--- config.mk ---
export PLATFORM = sky130hd
export DESIGN_NAME = eth_tx
export DESIGN_NICKNAME = d
export VERILOG_FILES = /design/src/rtl/eth_pkg.sv /design/src/rtl/eth_crc32.sv /design/src/rtl/eth_tx.sv
export SDC_FILE = /design/constraint.sdc
export NUM_CORES = 1
export LEC_CHECK = 0
export BUFFER_PORTS_ARGS = -buffer_cell sky130_fd_sc_hd__buf_2
export CELL_PAD_IN_SITES_DETAIL_PLACEMENT = 1
export CELL_PAD_IN_SITES_GLOBAL_PLACEMENT = 2
export CORE_MARGIN = 1
export CORE_UTILIZATION = 38
export DETAILED_ROUTE_END_ITERATION = 12
export GPL_TIMING_DRIVEN = 0
export PLACE_DENSITY_LB_ADDON = 0.1
export SYNTH_ARGS = -nofsm -noshare
export SYNTH_HDL_FRONTEND = slang
export SYNTH_SLANG_ARGS = --single-unit
--- constraint.sdc ---
create_clock -name i_clk -period 6.5 [get_ports i_clk]
set_clock_uncertainty 0.15 [all_clocks]
set_input_delay 0.65 -clock i_clk [delete_from_list [all_inputs] [get_ports i_clk]]
set_output_delay 0.65 -clock i_clk [all_outputs]
set_load 0.02 [all_outputs]
--- src/rtl/eth_pkg.sv ---
// Shared types and constants for the Ethernet MAC transmit/receive path.
package eth_pkg;

  // Transmit framer states, in on-wire order.
  typedef enum logic [2:0] {
    IDLE,
    PREAMBLE,
    SFD,
    HEADER,
    PAYLOAD,
    PAD,
    FCS,
    IFG
  } eth_state_e;

  localparam logic [7:0]  PREAMBLE_BYTE   = 8'h55;
  localparam logic [7:0]  SFD_BYTE        = 8'hD5;

  localparam logic [31:0] CRC32_POLY_REFL = 32'hEDB8_8320;
  localparam logic [31:0] CRC32_INIT      = 32'hFFFF_FFFF;
  localparam logic [31:0] CRC32_RESIDUE   = 32'hDEBB_20E3;

  localparam int HDR_LEN = 14;
  localparam int FCS_LEN = 4;

  // One byte step of the reflected CRC-32, data consumed LSB first.
  function automatic logic [31:0] crc32_byte(input logic [31:0] crc,
                                             input logic [7:0]  data);
    logic [31:0] c;
    c = crc ^ {24'h000000, data};
    for (int i = 0; i < 8; i++) begin
      c = c[0] ? ((c >> 1) ^ CRC32_POLY_REFL) : (c >> 1);
    end
    return c;
  endfunction

endpackage

--- src/rtl/eth_crc32.sv ---
// Byte-wide reflected CRC-32 register; init has priority over en.
module eth_crc32 import eth_pkg::*; (
  input  logic        i_clk,
  input  logic        i_rst_n,
  input  logic        i_init,
  input  logic        i_en,
  input  logic [7:0]  i_data,
  output logic [31:0] o_crc
);

  logic [31:0] r_crc;

  // Seed on init, fold in one byte per enabled cycle, otherwise hold.
  always_ff @(posedge i_clk) begin
    if (!i_rst_n) begin
      r_crc <= '0;
    end else if (i_init) begin
      r_crc <= CRC32_INIT;
    end else if (i_en) begin
      r_crc <= crc32_byte(r_crc, i_data);
    end
  end

  assign o_crc = r_crc;

endmodule

--- src/rtl/eth_tx.sv ---
// Ethernet MAC transmit framer: preamble, SFD, header, padded payload,
// FCS and inter-frame gap onto a byte-wide PHY interface.
module eth_tx import eth_pkg::*; #(
  parameter logic [47:0] SRC_MAC      = 48'h0011_2233_4455,
  parameter int          MIN_PAYLOAD  = 46,
  parameter int          MAX_PAYLOAD  = 1500,
  parameter int          PREAMBLE_LEN = 7,
  parameter int          IFG_BYTES    = 12
) (
  input  logic        i_clk,
  input  logic        i_rst_n,
  input  logic [47:0] i_dst_mac,
  input  logic [15:0] i_ethertype,
  input  logic [7:0]  i_s_byte,
  input  logic        i_s_valid,
  input  logic        i_s_last,
  output logic        o_s_ready,
  output logic [7:0]  o_tx_byte,
  output logic        o_tx_valid,
  input  logic        i_tx_ready,
  output logic        o_busy,
  output logic        o_tx_err
);

  localparam logic [3:0]  L_PRE_LAST = 4'(PREAMBLE_LEN - 1);
  localparam logic [3:0]  L_HDR_LAST = 4'(HDR_LEN - 1);
  localparam logic [3:0]  L_FCS_LAST = 4'(FCS_LEN - 1);
  localparam logic [3:0]  L_IFG_LAST = 4'(IFG_BYTES - 1);
  localparam logic [10:0] L_MIN      = 11'(MIN_PAYLOAD);
  localparam logic [10:0] L_MAX      = 11'(MAX_PAYLOAD);

  eth_state_e  r_state;
  logic [3:0]  r_idx;
  logic [10:0] r_pay_cnt;
  logic        r_discard;
  logic [47:0] r_dst_mac;
  logic [15:0] r_ethertype;
  logic        r_tx_err;

  logic             w_xfer;
  logic             w_s_acc;
  logic [10:0]      w_cnt_next;
  logic [13:0][7:0] w_hdr_bytes;
  logic [3:0][7:0]  w_fcs_bytes;
  logic [31:0]      w_crc;
  logic             w_crc_init;
  logic             w_crc_en;

  assign w_xfer      = o_tx_valid && i_tx_ready;
  assign w_s_acc     = i_s_valid && o_s_ready;
  assign w_cnt_next  = r_pay_cnt + 11'd1;
  assign w_hdr_bytes = {r_dst_mac, SRC_MAC, r_ethertype};
  assign w_fcs_bytes = ~w_crc;

  // CRC restarts at SFD and covers every header, payload and pad transfer.
  assign w_crc_init = (r_state == SFD);
  assign w_crc_en   = w_xfer && ((r_state == HEADER) || (r_state == PAYLOAD) ||
                                 (r_state == PAD));

  eth_crc32 u_crc (
    .i_clk   (i_clk),
    .i_rst_n (i_rst_n),
    .i_init  (w_crc_init),
    .i_en    (w_crc_en),
    .i_data  (o_tx_byte),
    .o_crc   (w_crc)
  );

  // Output decode from registered state; payload passes straight through.
  always_comb begin
    o_tx_byte  = 8'h00;
    o_tx_valid = 1'b0;
    o_s_ready  = 1'b0;
    case (r_state)
      PREAMBLE: begin
        o_tx_byte  = PREAMBLE_BYTE;
        o_tx_valid = 1'b1;
      end
      SFD: begin
        o_tx_byte  = SFD_BYTE;
        o_tx_valid = 1'b1;
      end
      HEADER: begin
        o_tx_byte  = w_hdr_bytes[L_HDR_LAST - r_idx];
        o_tx_valid = 1'b1;
      end
      PAYLOAD: begin
        o_tx_byte  = i_s_byte;
        o_tx_valid = i_s_valid;
        o_s_ready  = i_tx_ready;
      end
      PAD: begin
        o_tx_valid = 1'b1;
      end
      FCS: begin
        o_tx_byte  = w_fcs_bytes[r_idx[1:0]];
        o_tx_valid = 1'b1;
      end
      IFG, IDLE: begin
        o_s_ready  = r_discard;
      end
      default: begin
        o_s_ready  = 1'b0;
      end
    endcase
  end

  // Frame sequencing, byte counters, truncation and discard tracking.
  always_ff @(posedge i_clk) begin
    if (!i_rst_n) begin
      r_state     <= IDLE;
      r_idx       <= '0;
      r_pay_cnt   <= '0;
      r_discard   <= 1'b0;
      r_dst_mac   <= '0;
      r_ethertype <= '0;
      r_tx_err    <= 1'b0;
    end else begin
      r_tx_err <= 1'b0;
      if (r_discard && w_s_acc && i_s_last) begin
        r_discard <= 1'b0;
      end
      case (r_state)
        IDLE: begin
          if (i_s_valid && !r_discard) begin
            r_dst_mac   <= i_dst_mac;
            r_ethertype <= i_ethertype;
            r_idx       <= '0;
            r_state     <= PREAMBLE;
          end
        end
        PREAMBLE: begin
          if (w_xfer) begin
            if (r_idx == L_PRE_LAST) begin
              r_idx   <= '0;
              r_state <= SFD;
            end else begin
              r_idx <= r_idx + 4'd1;
            end
          end
        end
        SFD: begin
          if (w_xfer) begin
            r_idx   <= '0;
            r_state <= HEADER;
          end
        end
        HEADER: begin
          if (w_xfer) begin
            if (r_idx == L_HDR_LAST) begin
              r_idx     <= '0;
              r_pay_cnt <= '0;
              r_state   <= PAYLOAD;
            end else begin
              r_idx <= r_idx + 4'd1;
            end
          end
        end
        PAYLOAD: begin
          if (w_xfer) begin
            r_pay_cnt <= w_cnt_next;
            if (i_s_last) begin
              r_idx   <= '0;
              r_state <= (w_cnt_next < L_MIN) ? PAD : FCS;
            end else if (w_cnt_next == L_MAX) begin
              r_tx_err  <= 1'b1;
              r_discard <= 1'b1;
              r_idx     <= '0;
              r_state   <= FCS;
            end
          end
        end
        PAD: begin
          if (w_xfer) begin
            r_pay_cnt <= w_cnt_next;
            if (w_cnt_next == L_MIN) begin
              r_idx   <= '0;
              r_state <= FCS;
            end
          end
        end
        FCS: begin
          if (w_xfer) begin
            if (r_idx == L_FCS_LAST) begin
              r_idx   <= '0;
              r_state <= IFG;
            end else begin
              r_idx <= r_idx + 4'd1;
            end
          end
        end
        IFG: begin
          if (i_tx_ready) begin
            if (r_idx == L_IFG_LAST) begin
              r_idx   <= '0;
              r_state <= IDLE;
            end else begin
              r_idx <= r_idx + 4'd1;
            end
          end
        end
        default: begin
          r_state <= IDLE;
        end
      endcase
    end
  end

  assign o_busy   = (r_state != IDLE);
  assign o_tx_err = r_tx_err;

endmodule
==> impl_results.md, run 1 <==
- Reg2reg setup slack: 1680 ps
- Clk buf depth: 2
- Post-synth top area cell: dfxtp_1
- Final Setup Violations: 0
- Final wirelength: 22460 microns
- Clk slew on worst S/H paths: 60 ps
- Worst Hold Class: reg2reg
- Synth Area in Simple Gates: between 10% and 20%
- Root Buffer: clkbuf_16
- Flops & latches, synth: about 120
- Final hold slack: roughly 310 ps
- Total die area: ~18000 sq um
- Critical path endpoint category: flip-flop
- CP max-delay cell: xor3_1
- Largest net degree at the start of global routing: 17
- CP peak stage delay: ~510 ps
- CTS H-tree lvls: 4
- Hold Fails Final Rpt: 0
- Synth Warn #: 0
- CP cell instances: buf_4, buf_6, buf_2, inv_1, ha_1, clkbuf_1, or2_1, o22ai_1, or3_1, a21oi_1, xnor2_1, xnor2_2, xor3_1, a21oi_1
- Slew margin rel.: 29.85%
- CP Launch Type: flip-flop
- Die Ht: 135.6 microns
- Setup ws final: between 1500 and 2000 ps
- Top_reg_cell synth: dfxtp_1
- IO Port Bufs: a little under 90
- Crit-path most repeated cell: a21oi_1
- Post-Synth XOR/XNOR Area: between 10% and 20%
- Final HPWL DP: between 15000 and 20000 microns
- Netlist cell types: slightly above 70
- Vias in the first global route: ~6300
- GRT Total Usage: around 26%
- Status: finished clean
- Post-Route Setup TNS: 0 ps
- LEAKAGE: 3.171 nW
- First-pass GRT wire length: roughly 35000 microns
- Tmin final: 4816 ps
- Post-synth top cells: nand2_1, dfxtp_1, a21boi_0
- CTS tree: built
- Routed via count: 6003
- Clock sink total: between 100 and 150
- Critical R2R Capture: u_crc.o_crc[24]$_SDFFE_PN0P_
- DRT Pass-1 Iters: 5
- Total power: between 0.004 and 0.005 W
- Crit-path max FO: 10
- Max-Cap Viols: 0
- Ys async rst share: 0%
- Mapped Cells: about 760
- Fillers: about 2000
- Nets: approximately 950
- Antenna violations before repair: 0
- Sw Share: between 30% and 40%
- Reg2Reg Depth: 14
- Wire per inst: approximately 20 microns
- Initial Util: approximately two fifths
- Clock Power Share: 23.3%
- Sequential share of power: about 23%
- Setup WS pre-CTS: between 1500 and 2000 ps
- WP data required: approximately 6700 ps
- Setup Buffers After CTS: 0
- Fraction of layout cells with a size suffix above 1: between 10% and 20%
- Average size of a mapped cell: around 8.9 sq um
- Layout area overhead: 19.64%
- Post-route ant nets: 0
- Largest family of logic cells by synthesized area: compound AO/OA/AOI/OAI gates
- Number of DRC markers in iteration 0: 329
- Die X: 135.6 microns
- Drc violations: 0
- Slew Limit Fails: 0
- Mux share of post-synthesis cell area: ~7%
- Hold Startpoint: r_dst_mac[18]$_SDFFE_PN0P_
- Adder-cell share of the synthesized area: 1.291%
- I/O pins: just under 90
- Placer Congestion: between 0.8 and 0.9
- WS Path Type: reg2reg
- Slew at the pin closest to its max-slew limit: around 1000 ps
- Seq/Total Area, Yosys: 34.23%
- Dominant cells by area after synthesis: dfxtp_1, nand2_1, a21boi_0, xnor2_1, mux4_2
- Row cnt: 48
- Core area: 17360 sq um
- Clk Latency, worst-skew pair: about 430 ps
- Top cell type's share of synthesized area: 34.23%
- Worst reg2reg startpoint: r_idx[1]$_SDFFE_PN0P_
- Hold Buf Count CTS: 0
- RSZ-0062 raised after global routing: false
- CTS Buf Count: 17
- EDFF count, synth: 0
- Endpoint, Worst Hold: r_dst_mac[18]$_SDFFE_PN0P_
- Post-synthesis compound-gate area fraction: a little under a quarter
- Combinational Power Share: 54.1%
- Via density: between 5 and 6
- WHS Path Cells: 2
- Internal power: between 0.002 and 0.003 W
- Synthesized area: ~6800 sq um
- # diodes: 0
- Switch Pwr: 0.001678 W
- Core Util, Final: 46.76%
- Syn Nets: around 850
- Gates resized, CTS repair: 0
- Total grt overflow: 0
- Pwr dens: about 530 nW/um^2
- Period utilization: between 70 and 80%
- Critical Path AT: about 5000 ps
- Maximum clock rate: ~210 MHz
- Top-count cell post-synth: nand2_1
- VDD IR max: just over 0.3 mV
[cells by family after synthesis]
family / Yosys count
DFF: 116
muxes: 34
adders and majority gates: 7
buffers and inverters: 68
AOI/OAI and AO/OA: 221
and+or+nand+nor: 237
xor gates and xnor gates: 79
[worst max-delay path by stage]
stage                              endpoint  cells past startpoint                  start  slack, ps
4_1_cts        u_crc.o_crc[24]$_SDFFE_PN0P_                     14  r_idx[1]$_SDFFE_PN0P_       1620
2_1_floorplan  u_crc.o_crc[24]$_SDFFE_PN0P_                     14  r_idx[1]$_SDFFE_PN0P_       2610
3_5_place_dp   u_crc.o_crc[24]$_SDFFE_PN0P_                     14  r_idx[1]$_SDFFE_PN0P_       1640
6_report       u_crc.o_crc[24]$_SDFFE_PN0P_                     14  r_idx[1]$_SDFFE_PN0P_       1680
5_1_grt        u_crc.o_crc[24]$_SDFFE_PN0P_                     14  r_idx[1]$_SDFFE_PN0P_       1340
3_3_place_gp   u_crc.o_crc[24]$_SDFFE_PN0P_                     14  r_idx[1]$_SDFFE_PN0P_       1640
[placed cells by master, fill, tap and decap left out, drive strengths merged, types with 8 or more instances in the layout]
cell type	instances
xnor2	45
dfxtp	116
nor2	21
xnor3	12
clkbuf	57
inv	15
xor2	17
a21oi	47
o21ai	47
mux2i	23
o22ai	8
a21boi	66
mux4	11
nand3	11
nor2b	12
buf	103
nand2	149
[state kept, by name, summed over array words and instances, names as in the netlist]
register	cells
r_idx	4
r_dst_mac	48
o_tx_err	1
u_crc.o_crc	32
r_discard	1
r_pay_cnt	11
r_state	3
r_ethertype	16
[metal layers]
layer | vias to the layer above | GRT usage, % | routed length, microns
li1 | 2896 | - | -
met1 | 2911 | 32.29 | 10000
met2 | 162 | 43.08 | 11030
met3 | 34 | 4.602 | 918
met4 | 0 | 9.301 | 499
met5 | - | 0 | 0
[power by group through the flow]
stage	sequential, W	clock (W)	combinational (W)
after detailed placement	0.000980	0	0.00231
final	0.000970	0.00100	0.00232
after CTS	0.000969	0.00101	0.00233
after floorplan	0.000939	0	0.00183
after global placement	0.000971	0	0.00226
after global routing	0.000987	0.00105	0.00250
[area by class of cell]
type / count / area (sq um) / area share (%)
multi-input cells: 578 / 4155 / 51.19
flip-flops and latches: 116 / 2322 / 28.61
repair buffers: 87 / 435.4 / 5.365
clock buffers: 19 / 432.9 / 5.334
well taps: 225 / 281.5 / 3.468
plain buffers: 54 / 254.0 / 3.129
clock inverters: 13 / 182.7 / 2.251
inverters: 14 / 52.55 / 0.6474
[through the flow]
step                      instances  area [sq um]
after floorplan                 762          6784
after CTS                      1106          8117
after detailed placement       1074          7501
final                          1106          8117
after global placement         1074          7501
after global routing           1106          8117
[worst max-delay path, delay by kind of cell, from the launching register on]
family | cells | cell delay, ps
AO/OA/AOI/OAI | 3 | 770
XOR/XNOR | 3 | 1280
adder cells (fa/ha/maj) | 1 | 330
buffers and inverters | 5 | 1120
flip-flops | 1 | 420
AND/OR/NAND/NOR | 2 | 640
No activity file was read; power rests on OpenSTA's default activity.
==> run 2: changes to the inputs <==
CORE_UTILIZATION = 36   (was 38)
clock period = 4.8 ns   (was 6.5 ns; I/O delays follow)
==> impl_results.md, run 2 (same netlist as run 1, synthesis figures left out) <==
- Root Buffer: clkbuf_16
- CTS H-tree lvls: 4 (unchanged)
- Via density: 5.379 (-0.89%)
- Fraction of layout cells with a size suffix above 1: 19.00% (+0.84 points)
- WS Path Type: reg2reg
- Status: finished clean
- Hold Fails Final Rpt: 0 (unchanged)
- WP data required: 5000 ps (-1700 ps)
- IO Port Bufs: 87 (unchanged)
- Critical Path AT: 4740 ps (-280 ps)
- RSZ-0062 raised after global routing: false
- Post-Route Setup TNS: 0 ps (unchanged)
- Clk Latency, worst-skew pair: 420 ps (about the same)
- Core Util, Final: 45.15% (-1.6 points)
- Largest register by flop count: r_dst_mac
- Final hold slack: 151.3 ps (-161.2 ps)
- Clk buf depth: 2 (unchanged)
- First-pass GRT wire length: 35200 microns (about the same)
- Clk slew on worst S/H paths: 60 ps (about the same)
- Period utilization: 94.53% (+20 points)
- Setup ws final: 262.5 ps (-1422 ps)
- Placer Congestion: 0.8424 (-2.6%)
- I/O pins: 89 (unchanged)
- Tmin final: 4537 ps (-278.4 ps)
- Slew Limit Fails: 0 (unchanged)
- Row cnt: 49 (+2.1%)
- Setup WS pre-CTS: -84.95 ps (-1726 ps)
- Total area of sequential cells: 2322 sq um (unchanged)
- Critical path endpoint category: flip-flop
- Hold Buf Count CTS: 0 (unchanged)
- Worst Hold Class: in2reg
- Core area: 18210 sq um (+4.9%)
- DRT Pass-1 Iters: 4 (-1)
- Largest net degree at the start of global routing: 17 (unchanged)
- LEAKAGE: 3.215 nW (+1.4%)
- Die Ht: 139.3 microns (+2.7%)
- Slew margin rel.: 29.22% (-0.63 points)
- VDD IR max: 0.3233 mV (+4.3%)
- Total grt overflow: 0 (unchanged)
- GRT Total Usage: 23.66% (-1.9 points)
- Final Setup Violations: 0 (unchanged)
- Clock sink total: 116 (unchanged)
- Fillers: 2176 (+5.8%)
- CTS Buf Count: 17 (unchanged)
- Post-route ant nets: 0 (unchanged)
- Largest register FFs: 48 (unchanged)
- Slew at the pin closest to its max-slew limit: 1045 ps (+0.4357 ps)
- Final HPWL DP: 16650 microns (+0.22%)
- Commonest non-fill, non-tap cell in the layout: nand2_1
- Wire per inst: 20.11 microns (-0.97%)
- Reg2reg setup slack: 260 ps (-1420 ps)
- Nets: 955 (+0.32%)
- Multi-input combinational cell area: 4185 sq um (+0.72%)
- Max-Cap Viols: 0 (unchanged)
- Total die area: 19400 sq um (+5.5%)
- CP Launch Type: flip-flop
- Maximum clock rate: 220.4 MHz (+6.1%)
- Vias in the first global route: 6399 (+1.6%)
- Crit-path max FO: 10 (unchanged)
- Drc violations: 0 (unchanged)
- CTS tree: built
- Initial Util: 37.26% (-1.8 points)
- Die X: 139.3 microns (+2.7%)
- # diodes: 0 (unchanged)
- Routed via count: 5987 (-0.27%)
- Layout area overhead: 21.17%
- Final wirelength: 22380 microns (-0.34%)
- Pwr dens: 728.1 nW/um^2 (+38%)
- Most frequent cells in the layout: nand2_1, dfxtp_1, buf_2, a21boi_0, a21oi_1
- Antenna violations before repair: 0 (unchanged)
- Number of DRC markers in iteration 0: 286 (-13%)
[run 2: per-layer routing]
metal	global-route usage (%)	up-vias	routed length, microns
met5	0	-	0
met4	8.421	0	431
met3	4.026	30	726
met2	41.02	120	10940
met1	29.46	2931	10280
li1	-	2906	-
[run 2: power by group]
| group | total [W] | internal (W) | switching [W] | leakage, nW |
|---|---|---|---|---|
| Combinational | 0.00323 | 0.00157 | 0.00166 | 1.95 |
| Clock | 0.00145 | 0.000942 | 0.000503 | 0.318 |
| Sequential | 0.00131 | 0.00116 | 0.000159 | 0.947 |
[run 2: what timing repair did]
action                                 4_1_cts  5_1_grt
pin swaps                                    0        1
gates resized for setup                      1        3
buffers inserted                             0        3
endpoints found under the hold margin        0        0
setup endpoints to repair                    3        3
[run 2: metrics by stage]
| step | instances | area (sq um) | total power [W] |
|---|---|---|---|
| after global routing | 1113 | 8220 | 0.006318 |
| after floorplan | 762 | 6784 | 0.003751 |
| after global placement | 1078 | 7506 | 0.004385 |
| final | 1113 | 8220 | 0.005985 |
| after CTS | 1110 | 8172 | 0.005946 |
| after detailed placement | 1078 | 7506 | 0.004461 |
[run 2: final cells by class]
class / instances / share of cell area [%]
well taps: 229 / 3.486
clock inverters: 14 / 2.709
multi-input cells: 578 / 50.91
inverters: 14 / 0.6393
flip-flops and latches: 116 / 28.25
clock buffers: 18 / 5.342
plain buffers: 54 / 3.090
repair buffers: 90 / 5.571
[run 2: path summary, 6_finish.rpt]
| path | from | cells past startpoint | to |
|---|---|---|---|
| worst min-delay path | i_dst_mac[26] | 3 | r_dst_mac[26]$_SDFFE_PN0P_ |
| worst max register to register | r_idx[1]$_SDFFE_PN0P_ | 14 | u_crc.o_crc[19]$_SDFFE_PN0P_ |
| worst max-delay path | r_idx[1]$_SDFFE_PN0P_ | 14 | u_crc.o_crc[19]$_SDFFE_PN0P_ |
| worst min register to register | r_ethertype[11]$_SDFFE_PN0P_ | 2 | r_ethertype[11]$_SDFFE_PN0P_ |
[run 2: critical path, stage by stage (launching register included)]
cell and delay, ps:
dfxtp_1 420, buf_4 220, buf_6 200, buf_2 270
inv_1 100, ha_1 340, clkbuf_1 360, or2_1 270
o22ai_1 160, o21ai_1 270, o211ai_2 250, xor2_4 510
xnor3_2 400, xnor3_1 380, a21oi_1 150
==> run 3: changes to the inputs <==
ABC_AREA = 1   (was unset)
CORE_UTILIZATION = 32   (was 36)
HOLD_SLACK_MARGIN = 0.15   (was unset)
PLACE_DENSITY_LB_ADDON = 0.25   (was 0.1)
==> impl_results.md, run 3 <==
- Status: finished clean
- Slew Limit Fails: 0 (unchanged)
- Fillers: 2848 (+31%)
- Wire length on met2: 12490 microns (+14%)
- Met3 WL: 864 microns (+19%)
- WHS Path Cells: 3 (unchanged)
- Post-synth top area cell: dfxtp_1
- Top_reg_cell synth: dfxtp_1
- CP max-delay cell: dfxtp_1
- Post-Route Setup TNS: 0 ps (unchanged)
- Final Setup Violations: 0 (unchanged)
- Nets: 1302 (+36%)
- First-pass GRT wire length: 40800 microns (+16%)
- Die Ht: 150.3 microns (+7.9%)
- Crit-path max FO: 10 (unchanged)
- Total power: 0.006348 W (+6.1%)
- Placer Congestion: 0.8711 (+3.4%)
- Average size of a mapped cell: 6.366 sq um (-28%)
- Ys async rst share: 0% (unchanged)
- Top-count cell post-synth: nand2_1
- Via density: 4.925 (-8.4%)
- Critical R2R Capture: u_crc.o_crc[18]$_SDFFE_PN0P_
- WL met1: 12380 microns (+21%)
- Mux share of post-synthesis cell area: 0% (-7.0 points)
- Core area: 21290 sq um (+17%)
- Netlist cell types: 43 (-40%)
- Largest family of logic cells by synthesized area: simple AND/OR/NAND/NOR gates
- Placed cells: 1468 (+36%)
- Worst path depth: 21 (+7)
- Final wirelength: 26290 microns (+17%)
- Clk slew on worst S/H paths: 60 ps (about the same)
- Seq/Total Area, Yosys: 32.98% (-1.2 points)
- Max-Cap Viols: 0 (unchanged)
- Pwr dens: 748.0 nW/um^2 (+2.7%)
- Gates resized, CTS repair: 0 (-1)
- Hold Startpoint: i_dst_mac[4]
- Vias in the first global route: 7309 (+14%)
- CP cell instances: buf_2, inv_2, buf_4, ha_1, inv_2, nor2_2, nand3_1, nand2_1, inv_1, nand2_1, nand2_1, nand2_2, nand2_1, nand2_1, nand2_1, nand3_1, nand2_2, xnor2_1, nand2_1, o21bai_1, nor2_1
- Total die area: 22600 sq um (+17%)
- Antenna violations before repair: 0 (unchanged)
- Synth Warn #: 0 (unchanged)
- Worst reg2reg startpoint: r_idx[1]$_SDFFE_PN0P_
- WS Path Type: reg2reg
- IO Port Bufs: 87 (unchanged)
- Total grt overflow: 0 (unchanged)
- CTS Buf Count: 17 (unchanged)
- Synthesized area: 7041 sq um (+3.8%)
- Syn Nets: 1190 (+41%)
- Core Util, Final: 39.87% (-5.3 points)
- Most frequent cells in the layout: nand2_1, nor2_1, dfxtp_1, inv_1, o21ai_0
- Final HPWL DP: 20080 microns (+21%)
- Top cell type's share of synthesized area: 32.98% (-1.2 points)
- Synth Area in Simple Gates: 32.79% (+17 points)
- Slew margin rel.: 49.06% (+20 points)
- # diodes: 0 (unchanged)
- WP data required: 4970 ps (-30 ps)
- Mapped Cells: 1106 (+45%)
- Routed via count: 7417 (+24%)
- Wire per inst: 17.45 microns (-13%)
- Tmin final: 4100 ps (-437.3 ps)
- Flops & latches, synth: 116 (unchanged)
- Highest metal used: met4
- DRT Pass-1 Iters: 5 (+1)
- Layout area overhead: 20.54%
- Commonest non-fill, non-tap cell in the layout: nand2_1
- GRT Total Usage: 24.41% (+0.75 points)
- I/O pins: 89 (unchanged)
- Drc violations: 0 (unchanged)
- Worst Hold Class: in2reg
- Largest register by flop count: r_dst_mac
- CP bufs+invs: 5 (unchanged)
- Die X: 150.3 microns (+7.9%)
- Clk Latency, worst-skew pair: 430 ps (about the same)
- Clk buf depth: 2 (unchanged)
- Largest register FFs: 48 (unchanged)
- Final Non-Filler Cells: 1506 (+35%)
- Critical Path AT: 4270 ps (-470 ps)
- CP Launch Type: flip-flop
- Post-synth top cells: nand2_1, nor2_1, dfxtp_1
- RSZ-0062 raised after global routing: false
- Crit-path most repeated cell: nand2_1
- Slew at the pin closest to its max-slew limit: 764.1 ps (-281.2 ps)
- Reg2Reg Depth: 21 (+7)
- Setup Buffers After CTS: 0 (unchanged)
- EDFF count, synth: 0 (unchanged)
- Adder-cell share of the synthesized area: 1.244% (-0.047 points)
- Dominant cells by area after synthesis: dfxtp_1, nand2_1, o21ai_0, nor2_1, nand3_1
- Fraction of layout cells with a size suffix above 1: 15.92% (-3.1 points)
- Period utilization: 85.42% (-9.1 points)
- Row cnt: 53 (+8.2%)
- Clock sink total: 116 (unchanged)
- CP peak stage delay: 430 ps (-80 ps)
- Post-synthesis compound-gate area fraction: 16.99% (-5.5 points)
- CTS tree: built
- Maximum clock rate: 243.9 MHz (+11%)
- VDD IR max: 0.2391 mV (-26%)
- Root Buffer: clkbuf_16
- Post-route ant nets: 0 (unchanged)
- Reg2reg setup slack: 700 ps (+440 ps)
- Post-Synth XOR/XNOR Area: 5.438% (-9.4 points)
- Number of DRC markers in iteration 0: 285 (-0.35%)
- Initial Util: 33.07% (-4.2 points)
- Hold Fails Final Rpt: 0 (unchanged)
- CTS H-tree lvls: 4 (unchanged)
- Endpoint, Worst Hold: r_dst_mac[4]$_SDFFE_PN0P_
- LEAKAGE: 4.065 nW (+26%)
- Largest net degree at the start of global routing: 17 (unchanged)
- Critical path's top delay family: simple AND/OR/NAND/NOR gates
- Critical path endpoint category: flip-flop
[run 3: changes by cell type in the layout (fill, tap and decap cells not counted), moves of 22 or more]
cell      before  now
o21ai_0       43  100
a21boi_0      65    0
nand2_2        0   22
nor2_1        21  132
mux2i_1       23    0
xnor2_1       40    6
nand2_1      149  274
a21oi_1       46   68
inv_1         13  111
nand3_1       11   88
[run 3: area by class of cell]
type                       instances  area [sq um]  share of cell area (%)
multi-input combinational        810          3975                   46.84
sequential                       116          2322                   27.36
inverter                         133         499.2                   5.882
timing repair buffer              93         495.5                   5.838
clock buffer                      17         425.4                   5.013
tap                              275         344.1                   4.054
buffer                            47         244.0                   2.875
clock inverter                    15         181.4                   2.138
[run 3: metal layers]
| layer | vias to the layer above | track usage, % |
|---|---|---|
| met5 | - | 0 |
| met4 | 0 | 8.131 |
| met3 | 29 | 3.576 |
| met2 | 114 | 41.45 |
| met1 | 3508 | 31.47 |
| li1 | 3766 | - |
[run 3: report_power, final]
group | switching, W | internal (W)
logic | 0.00238 | 0.00114
registers | 0.000211 | 0.00127
clock network | 0.000527 | 0.000820
[run 3: through the flow]
step / area [sq um] / setup slack (ps) / hold slack, ps
after CTS: 8487 / 755.5 / 151.1
after global placement: 7820 / 829.2 / 292.6
after global routing: 8487 / 479.1 / 157.6
final: 8487 / 699.9 / 152.4
after floorplan: 7041 / 1760 / 279.2
after detailed placement: 7820 / 798.2 / 296.1
[run 3: worst register-to-register path, cell delays in order, from the launching register on]
cell,delay [ps]
dfxtp_1,430
buf_2,210
inv_2,130
buf_4,240
ha_1,330
inv_2,100
nor2_2,350
nand3_1,130
nand2_1,80
inv_1,40
nand2_1,50
nand2_1,140
nand2_2,140
nand2_1,60
nand2_1,240
nand2_1,130
nand3_1,120
nand2_2,180
xnor2_1,380
nand2_1,130
o21bai_1,150
nor2_1,60
[run 3: timing repair]
action,in CTS,in global routing
setup endpoints to repair,0,0
hold endpoints to repair,6,0
hold buffers,6,0
[run 3: logic make-up after synthesis]
logic type,after synthesis
AOI/OAI and AO/OA,216
adders and majority gates,7
and+or+nand+nor,545
xor gates and xnor gates,42
buffers and inverters,180
DFF,116
[run 3: worst max path at each step]
stage,from,endpoint
3_5_place_dp,r_idx[1]$_SDFFE_PN0P_,u_crc.o_crc[18]$_SDFFE_PN0P_
3_3_place_gp,r_idx[1]$_SDFFE_PN0P_,u_crc.o_crc[18]$_SDFFE_PN0P_
5_1_grt,r_idx[1]$_SDFFE_PN0P_,u_crc.o_crc[18]$_SDFFE_PN0P_
6_report,r_idx[1]$_SDFFE_PN0P_,u_crc.o_crc[18]$_SDFFE_PN0P_
4_1_cts,r_idx[1]$_SDFFE_PN0P_,u_crc.o_crc[18]$_SDFFE_PN0P_
2_1_floorplan,r_idx[1]$_SDFFE_PN0P_,u_crc.o_crc[18]$_SDFFE_PN0P_
